===== config.mk =====
export PLATFORM = sky130hd
export DESIGN_NAME = spi_bubble_loader
export DESIGN_NICKNAME = d
export VERILOG_FILES = /design/src/rtl/spi_bubble_loader_pkg.sv /design/src/rtl/spi_bubble_loader_spi_bit_engine.sv /design/src/rtl/spi_bubble_loader.sv
export SDC_FILE = /design/constraint.sdc
export NUM_CORES = 1
export LEC_CHECK = 0
export ABC_AREA = 1
export CAP_MARGIN = 20
export CORE_ASPECT_RATIO = 0.6
export CORE_MARGIN = 1
export CORE_UTILIZATION = 60
export CTS_BUF_LIST = sky130_fd_sc_hd__clkbuf_4 sky130_fd_sc_hd__clkbuf_8
export CTS_CLUSTER_DIAMETER = 80
export DETAILED_ROUTE_END_ITERATION = 8
export GPL_TIMING_DRIVEN = 1
export PLACE_DENSITY = 0.77
export SLEW_MARGIN = 10
export SYNTH_ARGS = -nofsm -noshare
export SYNTH_HDL_FRONTEND = slang
export SYNTH_SLANG_ARGS = --single-unit

===== constraint.sdc =====
create_clock -name MCLK -period 12.7 [get_ports MCLK]
set_clock_uncertainty 0.05 [all_clocks]
set_input_delay 2.54 -clock MCLK [delete_from_list [all_inputs] [get_ports MCLK]]
set_output_delay 2.54 -clock MCLK [all_outputs]
set_load 0.03 [all_outputs]

===== src/rtl/spi_bubble_loader_pkg.sv =====
// spi_bubble_loader_pkg: opcodes, FSM states, boot page default and flash address packing
package spi_bubble_loader_pkg;
   localparam logic [7:0] OP_READ = 8'h03;
   localparam logic [7:0] OP_FASTREAD = 8'h0B;
   localparam logic [11:0] BOOT_PAGE_DEF = 12'h805;
   typedef enum logic [2:0] {IDLE, CMD, DUMMY, BOOT, MAP, LEAD, PAGE, FINISH} state_t;
   function automatic logic [23:0] flash_addr(input logic [23:0] img, input logic [23:0] page, input int page_w);
      return ((img << page_w) | page) << 7;
   endfunction
endpackage


===== src/rtl/spi_bubble_loader_spi_bit_engine.sv =====
// spi_bit_engine: mode-3 SPI shifter, MOSI changes on CLK fall, MISO captured on the edge raising CLK
module spi_bit_engine #(
   parameter int CLK_DIV = 2
) (
   input  logic        MCLK,
   input  logic        nRESET,
   input  logic        start,
   input  logic [5:0]  len,
   input  logic [39:0] tx,
   output logic        bit_valid,
   output logic        rx_bit,
   output logic        busy,
   output logic        CLK,
   output logic        MOSI,
   input  logic        MISO
);
   localparam int DW = $clog2(CLK_DIV + 1);
   logic [DW-1:0] div;
   logic [5:0] left;
   logic [39:0] sh;
   // half-period timer drives CLK; each rising edge samples one bit and counts it off
   always_ff @(posedge MCLK or negedge nRESET)
      if (!nRESET) begin
         busy <= 1'b0;
         CLK <= 1'b1;
         MOSI <= 1'b0;
         rx_bit <= 1'b0;
         bit_valid <= 1'b0;
         sh <= '0;
         left <= '0;
         div <= '0;
      end else begin
         bit_valid <= 1'b0;
         if (start && !busy) begin
            busy <= 1'b1;
            CLK <= 1'b0;
            MOSI <= tx[39];
            sh <= {tx[38:0], 1'b0};
            left <= len;
            div <= '0;
         end else if (busy) begin
            if (div == DW'(CLK_DIV - 1)) begin
               div <= '0;
               if (!CLK) begin
                  CLK <= 1'b1;
                  rx_bit <= MISO;
                  bit_valid <= 1'b1;
                  left <= left - 1'b1;
               end else if (left == 6'd0) busy <= 1'b0;
               else begin
                  CLK <= 1'b0;
                  MOSI <= sh[39];
                  sh <= {sh[38:0], 1'b0};
               end
            end else div <= div + 1'b1;
         end
      end
endmodule


===== src/rtl/spi_bubble_loader.sv =====
// spi_bubble_loader: loads bootloader, bad-loop map and map-expanded pages from SPI flash into the bubble buffer
// Build option SPI_FASTREAD_EN: FAST READ opcode with 8 dummy clocks after the address.
module spi_bubble_loader
   import spi_bubble_loader_pkg::*;
#(
   parameter int IMG_W = 3,
   parameter int PAGE_W = 12,
   parameter int NUM_PAGES = 2053,
   parameter logic [PAGE_W-1:0] BOOT_PAGE = PAGE_W'(BOOT_PAGE_DEF),
   parameter int BOOT_BITS = 2048,
   parameter int MAP_LEN = 584,
   parameter int LEAD_ZEROS = 6,
   parameter int GOOD_LOOPS = 518,
   parameter int CLK_DIV = 2,
   parameter int BUFADDR_W = 15
) (
   input  logic                 MCLK,
   input  logic                 nRESET,
   input  logic [IMG_W-1:0]     IMGNUM,
   input  logic                 REQ_BOOT,
   input  logic                 REQ_PAGE,
   input  logic [PAGE_W-1:0]    PAGENUM,
   output logic                 BUSY,
   output logic                 DONE,
   output logic                 ERR,
   output logic                 MAP_VALID,
   output logic [BUFADDR_W-1:0] BUFWADDR,
   output logic                 BUFWCLK,
   output logic                 BUFWDATA,
   output logic                 nCS,
   output logic                 CLK,
   output logic                 MOSI,
   input  logic                 MISO
);
`ifdef SPI_FASTREAD_EN
   localparam logic [7:0] OPCODE = OP_FASTREAD;
`else
   localparam logic [7:0] OPCODE = OP_READ;
`endif
   // depth rounded to whole nibbles so nibble-reversed writes stay in range
   localparam int MAP_DEPTH = (MAP_LEN + 15) / 16 * 16;
   localparam int PW = $clog2(MAP_DEPTH);
   localparam int CW = $clog2(BOOT_BITS + 1);
   localparam int GW = $clog2(GOOD_LOOPS + 1);
   state_t state;
   logic [1:0] wst;
   logic [CW-1:0] cnt;
   logic [PW-1:0] pos;
   logic [GW-1:0] good;
   logic boot;
   logic eng_start, eng_valid, eng_rx, eng_busy, eng_done, map_bit, need_flash, map_we;
   logic [5:0] eng_len;
   logic [39:0] eng_tx;
   logic map_ram [MAP_DEPTH];
   assign eng_done = !eng_start && !eng_busy;
   assign map_bit = map_ram[pos];
   assign need_flash = state == BOOT || state == MAP || (state == PAGE && map_bit);
   assign map_we = state == MAP && wst == 2'd3;
   spi_bit_engine #(.CLK_DIV(CLK_DIV)) u_eng (
      .MCLK(MCLK), .nRESET(nRESET), .start(eng_start), .len(eng_len), .tx(eng_tx),
      .bit_valid(eng_valid), .rx_bit(eng_rx), .busy(eng_busy), .CLK(CLK), .MOSI(MOSI), .MISO(MISO)
   );
   // map table captured nibble-reversed while the map streams past; never reset
   always_ff @(posedge MCLK)
      if (map_we) map_ram[{pos[PW-1:4], ~pos[3:0]}] <= BUFWDATA;
   // request handling, command phase, per-bit buffer write sequencing and completion
   always_ff @(posedge MCLK or negedge nRESET)
      if (!nRESET) begin
         state <= IDLE;
         wst <= '0;
         cnt <= '0;
         pos <= '0;
         good <= '0;
         boot <= 1'b0;
         eng_start <= 1'b0;
         eng_len <= '0;
         eng_tx <= '0;
         nCS <= 1'b1;
         BUSY <= 1'b0;
         DONE <= 1'b0;
         ERR <= 1'b0;
         MAP_VALID <= 1'b0;
         BUFWADDR <= '0;
         BUFWCLK <= 1'b0;
         BUFWDATA <= 1'b0;
      end else begin
         eng_start <= 1'b0;
         DONE <= 1'b0;
         ERR <= 1'b0;
         case (state)
            IDLE: if (REQ_BOOT || REQ_PAGE) begin
               if (!REQ_BOOT && (32'(PAGENUM) >= NUM_PAGES || !MAP_VALID)) ERR <= 1'b1;
               else begin
                  boot <= REQ_BOOT;
                  state <= CMD;
                  BUSY <= 1'b1;
                  nCS <= 1'b0;
                  BUFWADDR <= '0;
                  eng_start <= 1'b1;
                  eng_len <= 6'd32;
                  eng_tx <= {OPCODE, flash_addr(24'(IMGNUM), REQ_BOOT ? 24'(BOOT_PAGE) : 24'(PAGENUM), PAGE_W), 8'h00};
               end
            end
`ifdef SPI_FASTREAD_EN
            CMD: if (eng_done) begin
               state <= DUMMY;
               eng_start <= 1'b1;
               eng_len <= 6'd8;
               eng_tx <= '0;
            end
            DUMMY: if (eng_done) begin
               state <= boot ? BOOT : LEAD;
               eng_tx <= '0;
               cnt <= '0;
               pos <= '0;
               good <= '0;
               wst <= '0;
            end
`else
            CMD: if (eng_done) begin
               state <= boot ? BOOT : LEAD;
               eng_tx <= '0;
               cnt <= '0;
               pos <= '0;
               good <= '0;
               wst <= '0;
            end
`endif
            BOOT, MAP, LEAD, PAGE: case (wst)
               2'd0: if (!need_flash) begin
                  BUFWDATA <= 1'b0;
                  wst <= 2'd2;
               end else if (eng_done) begin
                  eng_start <= 1'b1;
                  eng_len <= 6'd1;
                  wst <= 2'd1;
               end
               2'd1: if (eng_valid) begin
                  BUFWDATA <= eng_rx;
                  wst <= 2'd2;
               end
               2'd2: begin
                  BUFWCLK <= 1'b1;
                  wst <= 2'd3;
               end
               default: begin
                  BUFWCLK <= 1'b0;
                  BUFWADDR <= BUFWADDR + 1'b1;
                  wst <= 2'd0;
                  if (state == BOOT) begin
                     cnt <= cnt + 1'b1;
                     if (cnt == CW'(BOOT_BITS - 1)) state <= MAP;
                  end else begin
                     pos <= pos + 1'b1;
                     if (state != MAP && map_bit) good <= good + 1'b1;
                     if (state == MAP && pos == PW'(MAP_LEN - 1)) begin
                        MAP_VALID <= 1'b1;
                        state <= FINISH;
                        nCS <= 1'b1;
                        cnt <= '0;
                     end else if (state == LEAD && map_bit && good == GW'(LEAD_ZEROS - 1)) state <= PAGE;
                     else if (pos == PW'(MAP_LEN - 1) || (state == PAGE && map_bit && good == GW'(GOOD_LOOPS - 1))) begin
                        state <= FINISH;
                        nCS <= 1'b1;
                        cnt <= '0;
                     end
                  end
               end
            endcase
            FINISH: if (cnt == CW'(CLK_DIV - 1)) begin
               DONE <= 1'b1;
               BUSY <= 1'b0;
               state <= IDLE;
            end else cnt <= cnt + 1'b1;
            default: state <= IDLE;
         endcase
      end
endmodule

==> flow_metrics.env <==
export IMPL_row_count=66
export IMPL_p_sw_mw=2.358
export IMPL_ys_warn_count=0
export IMPL_synth_async_reset_ratio=0.1638
export IMPL_fmax_ghz=0.1893
export IMPL_clk_path_buf_depth=3
export IMPL_pre_cts_ws_ns=6.789
export IMPL_whs_ns=0.4294
export IMPL_pwr_share_comb=0.275
export IMPL_grt_pass1_vias=23010
export IMPL_hold_buffers=0
export IMPL_pin_count=44
export IMPL_cp_num_buf_inv=3
export IMPL_hold_path_class="flip-flop to flip-flop"
export IMPL_p_sw_frac=0.3539
export IMPL_worstReg2RegEnd="cnt[7]"
export IMPL_period_share=0.4159
export IMPL_final_setup_worst_slack_ns=7.418
export IMPL_cts_resized_gates=0
export IMPL_path_max_fanout=12
export IMPL_die_x_um=306.6
export IMPL_critPathKind="primary input to flip-flop"
export IMPL_syn_cell_area_um2=33410
export IMPL_worst_slew_pin_slew_ns=1.120
export IMPL_r2r_setup_slack_ns=7.75
export IMPL_wl_mm=88.22
export IMPL_rsz0062_at_grt="false"
export IMPL_cp_end_kind="flip-flop"
export IMPL_hold_start="nCS"
export IMPL_fillers=4488
export IMPL_drt_pass1_iterations=6
export IMPL_syn_area_per_cell_um2=8.852
export IMPL_slew_headroom=0.2474
export IMPL_layout_drive_gt1_share=0.06239
export IMPL_grt_total_usage=0.3143
export IMPL_seqPwrFrac=0.453
export IMPL_cpLargestDelayFamily="simple AND/OR/NAND/NOR gates"
export IMPL_multiInputGateArea_um2=10630
export IMPL_clk_insertion_delay_late_ns=0.70
export IMPL_slowest_delay_ns=0.73
export IMPL_numCtsBuffers=100
export IMPL_grt_max_degree=137
export IMPL_clkPwrFrac=0.272
export IMPL_gp_congestion=0.9356
export IMPL_coreArea_um2=54580
export IMPL_drt_iter0_markers=4074
export IMPL_vias_per_cell=5.657
export IMPL_report_final_setup_viol=0
export IMPL_cp_required_ns=13.20
export IMPL_via_count=25810
export IMPL_post_drt_wl_per_cell_um=19.33
export IMPL_dp_cells=4380
export IMPL_hold_depth=2
export IMPL_htree_levels=3
export IMPL_period_minus_slack_ns=5.282
export IMPL_grt_overflow_total=0
export IMPL_seqCellArea_um2=20690
export IMPL_post_route_drc_count=0
export IMPL_final_common_cell="nand2_1"
export IMPL_clock_sinks=708
export IMPL_startpoint_type="primary input"
export IMPL_synth_nets=3810
export IMPL_synth_cell_types=43
export IMPL_timing_setup_tns_ns=0
export IMPL_insertedDiodeCount=0
export IMPL_timing_final_hold_violations=0
export IMPL_clockRootBuffer="clkbuf_8"
export IMPL_area_delta_synth_final_pct=8.060
export IMPL_status="completed"
export IMPL_ys_seq_area_frac=0.6191
export IMPL_p_leak_nw=14.45
export IMPL_die_y_um=184.8
export IMPL_grt_pass1_wl_mm=134.5
export IMPL_rr_worst_depth=22
export IMPL_grt_antenna_before_repair=2
export IMPL_synth_cells=3774
export IMPL_hold_path_end="nCS"
export IMPL_power_internal_mw=4.305
export IMPL_worst_ep_arrival_time_ns=5.78
export IMPL_ant_nets=0
export IMPL_io_buffers=43
export IMPL_ys_flop_type="edfxtp_1"
export IMPL_postCtsSetupRepairBufs=0
export IMPL_cap_viol_max_count=0
export IMPL_hpwl_mm=52.99
export IMPL_finalNonFillerCells=4563
export IMPL_cp_slowest_cell="nor2_1"
export IMPL_clk_pin_slew_ns=0.07
export IMPL_fin_util=0.6613
export IMPL_cts_tree="yes"
export IMPL_start_util=0.6120
export IMPL_r2r_start="pos[1]"
export IMPL_drv_slew=0
export IMPL_nets=3770
export IMPL_synth_seq_cells=708
export IMPL_worstPathCellList="clkdlybuf4s50_1, nor4_1, nand3_1, nand2_1, nand2_1, inv_1, nor3_1, nor2_1, nand3_1, nor2_1, inv_1, o21ai_0, a22oi_1"
export IMPL_power_density_nw_per_um2=184.6
export IMPL_die_area_um2=56650
export IMPL_peakVddDrop_v=0.0002232
export IMPL_final_cell_mix="nand2_1, nor2_1, edfxtp_1"
export IMPL_synth_edf_count=592
==> cells by family (layout without fill, tap and decap cells) <==
kind of cell / Yosys count / after routing / share of synthesized area
buf+inv: 521 / 562 / 0.06330
mux: 1 / 1 / 0.0003371
simple gates: 2200 / 2200 / 0.2575
compound gates: 311 / 311 / 0.04929
flops: 708 / 708 / 0.6191
fa+ha+maj: 16 / 16 / 0.005993
xor+xnor: 17 / 17 / 0.004457
==> Yosys cell counts (all sizes together) (2+ instances only) <==
master | number | area, µm²
a31oi | 16 | 100.1
nor2 | 892 | 3356
edfxtp | 592 | 17780
o21ai | 238 | 1195
clkbuf | 124 | 465.5
nand3 | 161 | 815.8
nand4 | 11 | 68.82
ha | 16 | 200.2
a21oi | 27 | 135.1
o211ai | 2 | 15.01
nor4 | 9 | 56.30
o22ai | 13 | 81.33
nand2 | 1088 | 4091
inv | 293 | 1100
o31ai | 8 | 60.06
dfrtp | 114 | 2853
buf | 102 | 541.8
a211oi | 2 | 15.01
and3 | 2 | 12.51
nor3 | 32 | 165.2
clkinv | 2 | 7.510
xor2 | 16 | 140.1
nor3b | 3 | 22.52
dfstp | 2 | 52.55
==> per-stage QoR <==
step	power (mW)	instance area, µm²
finish	6.662	36100
global route	6.977	36100
CTS	6.621	36100
detailed placement	4.846	34110
global placement	4.813	34110
floorplan	4.465	33410
==> routing by layer <==
layer / global-route usage / wire length (µm) / part of all wire / vias up
met1: 0.4890 / 38380 / 0.44 / 12200
met2: 0.4192 / 35100 / 0.40 / 1395
met3: 0.09645 / 12530 / 0.14 / 162
met5: 0.01120 / 107 / 0.0012 / -
li1: - / - / - / 12050
met4: 0.08920 / 2101 / 0.024 / 6
==> power groups by stage <==
stage / combinational (mW) / clock, mW / sequential, mW
3_5_place_dp: 1.78 / 0 / 3.06
5_1_grt: 2.03 / 1.91 / 3.03
6_report: 1.83 / 1.81 / 3.02
2_1_floorplan: 1.12 / 0 / 3.34
3_3_place_gp: 1.75 / 0 / 3.06
4_1_cts: 1.79 / 1.82 / 3.01
==> worst min-delay path, delay by kind of cell (launching register included) <==
| family | cells | cell delay (ns) |
|---|---|---|
| flip-flops | 1 | 0.37 |
| AND/OR/NAND/NOR | 2 | 0.11 |
==> registers in the layout, summed over array words and instances, names as in the netlist, 2 cells and up <==
name,count
BUFWADDR,15
cnt,12
eng_len,2
eng_tx,16
good,10
map_ram,592
pos,10
state,3
u_eng.div,2
u_eng.left,6
u_eng.sh,24
wst,2
==> worst max path at each step <==
stage                  end   startpoint  cells past startpoint  slack, ns
2_1_floorplan     BUFWDATA     BUFWDATA                      0       2.97
4_1_cts        BUFWADDR[6]  PAGENUM[10]                     13       7.53
6_report       BUFWADDR[6]  PAGENUM[10]                     13       7.42
3_5_place_dp   BUFWADDR[6]  PAGENUM[10]                     13       6.79
3_3_place_gp   BUFWADDR[6]  PAGENUM[10]                     13       6.78
5_1_grt         eng_len[5]  PAGENUM[10]                     13       7.05
==> layout make-up <==
| class | count | area share |
|---|---|---|
| Sequential cell | 708 | 0.5733 |
| Multi-Input combinational cell | 2545 | 0.2944 |
| Clock buffer | 153 | 0.05002 |
| Inverter | 295 | 0.03095 |
| Tap cell | 748 | 0.02593 |
| Timing Repair Buffer | 84 | 0.02038 |
| Clock inverter | 30 | 0.005095 |
Note: power is estimated with default switching activity, not from simulation.
